## config.mk

```make
export PLATFORM = sky130hd
export DESIGN_NAME = gamma_sequencer
export DESIGN_NICKNAME = d
export VERILOG_FILES = /design/src/rtl/gamma_seq_pkg.sv /design/src/rtl/gamma_sequencer_scale.sv /design/src/rtl/gamma_sequencer.sv
export SDC_FILE = /design/constraint.sdc
export NUM_CORES = 1
export LEC_CHECK = 0
export CAP_MARGIN = 0
export CORE_MARGIN = 2
export CORE_UTILIZATION = 50
export CTS_BUF_LIST = sky130_fd_sc_hd__clkbuf_8
export CTS_CLUSTER_DIAMETER = 120
export DETAILED_ROUTE_END_ITERATION = 10
export PLACE_DENSITY = 0.85
export SLEW_MARGIN = 20
export SYNTH_ARGS = -nofsm -noshare
export SYNTH_HDL_FRONTEND = slang
export SYNTH_SLANG_ARGS = --single-unit
```

## constraint.sdc

```tcl
create_clock -name clk -period 2.24 [get_ports clk]
set_input_delay 0.448 -clock clk [delete_from_list [all_inputs] [get_ports clk]]
set_output_delay 0.448 -clock clk [all_outputs]
set_load 0.02 [all_outputs]
```

## src/rtl/gamma_seq_pkg.sv

```systemverilog
// Shared types and constants for the gamma sequencer and its brightness scaler.
package gamma_seq_pkg;

    localparam int unsigned CH_W      = 8;
    localparam int unsigned OUT_W     = 12;
    localparam int unsigned PIX_IN_W  = 3 * CH_W;
    localparam int unsigned PIX_OUT_W = 3 * OUT_W;

    localparam int unsigned R_IN_LSB  = 2 * CH_W;
    localparam int unsigned G_IN_LSB  = CH_W;
    localparam int unsigned B_IN_LSB  = 0;
    localparam int unsigned R_OUT_LSB = 2 * OUT_W;
    localparam int unsigned G_OUT_LSB = OUT_W;
    localparam int unsigned B_OUT_LSB = 0;

    typedef enum logic [2:0] {
        ST_IDLE,
        ST_R,
        ST_G,
        ST_B,
        ST_HOLD
    } state_t;

endpackage

```

## src/rtl/gamma_sequencer_scale.sv

```systemverilog
// Combinational brightness scaler: (value * (scale + 1)) >> 8, truncated to OUT_W.
module gamma_scale
    import gamma_seq_pkg::*;
(
    input  logic [OUT_W-1:0] value,
    input  logic [CH_W-1:0]  scale,
    output logic [OUT_W-1:0] scaled
);

    logic [OUT_W+CH_W:0] product;

    // scale+1 needs the ninth bit so that 8'hff becomes an exact identity
    assign product = (OUT_W+CH_W+1)'(value) * (OUT_W+CH_W+1)'({1'b0, scale} + 9'd1);
    assign scaled  = OUT_W'(product >> CH_W);

endmodule

```

## src/rtl/gamma_sequencer.sv

```systemverilog
// Time-multiplexes one shared gamma LUT over R, G, B of each input pixel.
// Optional global brightness scaling is enabled with GAMMA_BRIGHTNESS_EN.
module gamma_sequencer
    import gamma_seq_pkg::*;
(
    input  logic                 clk,
    input  logic                 rst_n,
    input  logic                 in_valid,
    output logic                 in_ready,
    input  logic [PIX_IN_W-1:0]  in_rgb,
    input  logic                 in_sof,
    input  logic                 in_eol,
    output logic [CH_W-1:0]      lut_in,
    input  logic [OUT_W-1:0]     lut_out,
    output logic                 out_valid,
    input  logic                 out_ready,
    output logic [PIX_OUT_W-1:0] out_rgb,
    output logic                 out_sof,
    output logic                 out_eol,
    output logic                 busy
`ifdef GAMMA_BRIGHTNESS_EN
    ,
    input  logic [CH_W-1:0]      brightness
`endif
);

    state_t                state;
    state_t                next_state;
    logic                  accept;
    logic [PIX_IN_W-1:0]   pix_rgb;
    logic                  pix_sof;
    logic                  pix_eol;
    logic [OUT_W-1:0]      cap_val;

`ifdef GAMMA_BRIGHTNESS_EN
    logic [CH_W-1:0] pix_bright;

    gamma_scale u_scale (
        .value  (lut_out),
        .scale  (pix_bright),
        .scaled (cap_val)
    );

    always_ff @(posedge clk or negedge rst_n) begin
        if (!rst_n) begin
            pix_bright <= '0;
        end else if (accept) begin
            pix_bright <= brightness;
        end
    end
`else
    assign cap_val = lut_out;
`endif

    always_ff @(posedge clk or negedge rst_n) begin
        if (!rst_n) begin
            state <= ST_IDLE;
        end else begin
            state <= next_state;
        end
    end

    always_comb begin
        next_state = state;
        in_ready   = 1'b0;
        lut_in     = '0;
        busy       = 1'b0;
        out_valid  = 1'b0;
        case (state)
            ST_IDLE: begin
                in_ready = rst_n;
                if (in_valid) next_state = ST_R;
            end
            ST_R: begin
                busy       = 1'b1;
                lut_in     = pix_rgb[R_IN_LSB +: CH_W];
                next_state = ST_G;
            end
            ST_G: begin
                busy       = 1'b1;
                lut_in     = pix_rgb[G_IN_LSB +: CH_W];
                next_state = ST_B;
            end
            ST_B: begin
                busy       = 1'b1;
                lut_in     = pix_rgb[B_IN_LSB +: CH_W];
                next_state = ST_HOLD;
            end
            ST_HOLD: begin
                out_valid = 1'b1;
                in_ready  = rst_n & out_ready;
                // HOLD doubles as the next accept cycle when downstream takes the beat
                if (out_ready) next_state = in_valid ? ST_R : ST_IDLE;
            end
            default: next_state = ST_IDLE;
        endcase
        accept = in_valid & in_ready;
    end

    always_ff @(posedge clk or negedge rst_n) begin
        if (!rst_n) begin
            pix_rgb <= '0;
            pix_sof <= 1'b0;
            pix_eol <= 1'b0;
        end else if (accept) begin
            pix_rgb <= in_rgb;
            pix_sof <= in_sof;
            pix_eol <= in_eol;
        end
    end

    // Output channels are only written in R/G/B, so they stay frozen through HOLD.
    always_ff @(posedge clk or negedge rst_n) begin
        if (!rst_n) begin
            out_rgb <= '0;
            out_sof <= 1'b0;
            out_eol <= 1'b0;
        end else begin
            case (state)
                ST_R: out_rgb[R_OUT_LSB +: OUT_W] <= cap_val;
                ST_G: out_rgb[G_OUT_LSB +: OUT_W] <= cap_val;
                ST_B: begin
                    out_rgb[B_OUT_LSB +: OUT_W] <= cap_val;
                    out_sof <= pix_sof;
                    out_eol <= pix_eol;
                end
                default: ;
            endcase
        end
    end

endmodule
```

==> results.md <==
* Post-route minimum period at 2.19 ns
* Dpl cell area at 3950 sq um
* RSZ-0062 raised after global routing: false
* Wire per inst at 16.5 microns
* Ratio of cells with drive above 1 in the final layout at 39.2%
* Max-slew headroom at 45.2%
* Vias in the first global route at 2,037
* Max-cap violation count at 0
* Starting DRT DRC Count at 45
* Final Slew Violations at 0
* Unique cell type count in the Yosys netlist at 22
* RePlAce Congestion at 0.772
* Worst EP required at 1.79 ns
* # setup viols final at 0
* Post-route cell area at 4140 sq um
* Crit path arrival time at 1.74 ns
* Ports at 91
* 1st-pass router iterations at 4
* Setup TNS at 0 ns
* Status: complete, no violations
* Peak supply drop at 1.15 mV
* Final Net Count at 329
* Mean Syn Cell Area at 16.2 sq um
* Crit path launch type: flop
* Synth warn at 0
* FMAX at 457 MHz
* Clk pin slew, worst setup/hold paths at 0.06 ns
* Worst flop-to-flop path startpoint: state[0]
* Post-DP HPWL at 4.19 mm
* Top-area cell type share of the netlist area at 56.9%
* Final hold violation count at 0
* GRT overflow at 0
* DRC at 0
* Vias at 1,871
* Routed Antenna Nets at 0
* DR vias/cell at 5.15
* Leak at 1.88 nW
* Area growth, synth to finish at 40.3%
* Number of synthesized register bits at 67
* FP Rows at 27
* P per Cell Area at 1630 nW/um^2
* Port Buf Inserts at 90
* Starting Density at 52.6%
* FF-to-FF End: out_rgb[12]
* Root Buffer Master: clkbuf_8
* Total GRT Usage at 20.4%
* Slew of the pin with the lowest slew margin at 0.822 ns
* Seq/Total Area, Yosys at 56.9%
* Clock buffer depth at 2
* CP max FO at 4
* Core footprint at 5610 sq um
* First-pass GRT wire length at 9.83 mm
* Clk_lat worst skew at 0.34 ns
* Hold WC Path Type: in -> async
* FF-to-FF setup slack at 0.51 ns
* Ranking of synthesized cells by area: dfrtp_1, mux2_2, mux2_4
* Fin crit share at 97.6%
* ANT cells at 0
* Post-Route WL at 5.99 mm
* Largest net degree at the start of global routing at 68
* Fill count at 403
* TritonCTS clock tree: built
* Die Ht at 80.8 microns
* Largest area contributor in the netlist: dfrtp_1
* Die area at 6530 sq um
* Total Power at 6.74 mW
* Die width at 80.8 microns
* Type of the worst setup path: reg -> out
* Layout Skew at 0.00708 ns
* Post-Syn Instances at 182
* CTS H-tree lvls at 3
* Worst setup EP type: output pin
* CTS Sinks at 67
* R2R cell count at 6
* Mapped Area at 2950 sq um
* TritonCTS buffer count at 9
* Antenna violations before repair at 0
* Mapped Nets at 224
-- critical path, stage by stage (launching register included) --
cell	delay [ns]
dfrtp_1	0.37
buf_4	0.15
mux2_2	0.33
a22oi_1	0.15
nor2_1	0.07
dlygate4sd2_1	0.34
-- layout by cell type, fill, tap and decap left out --
cell type and instances:
nand2b_2 1, nor2b_4 2, mux2_2 42, dfrtp_1 66, nor3b_2 1, nand4_4 1, nor2_4 1, xnor2_1 1
buf_4 12, nor2_1 11, and3_1 1, buf_12 2, mux2_4 30, a22oi_1 8, clkbuf_2 4, clkdlybuf4s50_1 78
bufinv_16 1, nor2b_2 1, and2_1 1, dfrtp_2 1, dlygate4sd2_1 3, buf_2 2, clkinv_2 1, a211oi_1 1
nand3b_4 1, inv_1 2, nand2b_1 1, clkbuf_8 11, clkdlybuf4s15_1 3, o31ai_1 1
-- report_power, final --
| part | switching [mW] | internal [mW] | total (mW) |
|---|---|---|---|
| Clock | 0.414 | 0.558 | 0.972 |
| Sequential | 0.409 | 1.84 | 2.25 |
| Combinational | 1.51 | 2.01 | 3.52 |
| Total | 2.33 | 4.41 | 6.74 |
-- routing by layer --
metal  share of wire, %  global-route usage, %  up-vias
met5                  0                      0        -
met1                 44                   26.5      919
met3                6.5                   4.78       14
met2                 48                   32.4       78
li1                   -                      -      860
met4                2.2                   9.66        0
-- synthesized netlist by cell type (all sizes together) --
master,n
nand4,1
xnor2,1
and3,1
clkbuf,2
buf,9
o31ai,1
mux2,72
nor2,12
dfrtp,67
nand2b,2
a211oi,1
nor2b,2
nor3b,1
nand3b,1
a22oi,8
and2,1
-- registers in the layout, summed over array words and instances (netlist names) --
register  flops
out_eol       1
pix_sof       1
pix_eol       1
pix_rgb      24
out_sof       1
state         3
out_rgb      36
-- area by class of cell --
| type | instances | area, sq um | share of cell area, % |
|---|---|---|---|
| multi-input combinational | 105 | 1180 | 28.5 |
| sequential | 67 | 1680 | 40.6 |
| clock inverter | 4 | 42.5 | 1.03 |
| clock buffer | 11 | 151 | 3.66 |
| tap | 72 | 90.1 | 2.18 |
| timing repair buffer | 104 | 997 | 24.1 |
-- worst max-delay path by stage --
| stage | startpoint | slack, ns | endpoint |
|---|---|---|---|
| CTS | state[1] | 0.01 | lut_in[5] |
| floorplan | state[1] | 0.55 | lut_in[1] |
| global placement | out_ready | -0.03 | in_ready |
| detailed placement | out_ready | -0.04 | in_ready |
| global route | state[1] | 0.0004 | lut_in[2] |
| finish | state[1] | 0.05 | lut_in[2] |
-- per-stage QoR --
| step | util [%] | hold WS, ns | std cells | worst slack, ns |
|---|---|---|---|---|
| 4_1_cts | 74.1 | 0.402 | 363 | 0.0110 |
| 5_1_grt | 73.8 | 0.465 | 363 | 0.000441 |
| 3_3_place_gp | 70.5 | 0.487 | 346 | -0.0283 |
| 2_1_floorplan | - | 0.152 | 182 | 0.547 |
| 6_report | 73.8 | 0.388 | 363 | 0.0538 |
| 3_5_place_dp | 70.5 | 0.490 | 346 | -0.0400 |
-- cell families (layout without fill, tap and decap cells) --
logic type / count (synthesis) / count (layout) / share of synthesized area (%)
xor+xnor: 1 / 1 / 0.297
compound gates: 10 / 10 / 2.55
buf+inv: 11 / 119 / 3.52
mux: 72 / 72 / 31.3
simple gates: 21 / 22 / 5.47
flops: 67 / 67 / 56.9
-- timing repair --
action | CTS | global route
setup endpoints to repair | 11 | 8
hold buffers | 0 | 0
setup buffers | 1 | 0
cloned | 1 | 0
resized for setup | 16 | 10
Note: power is estimated with default switching activity, not from simulation.
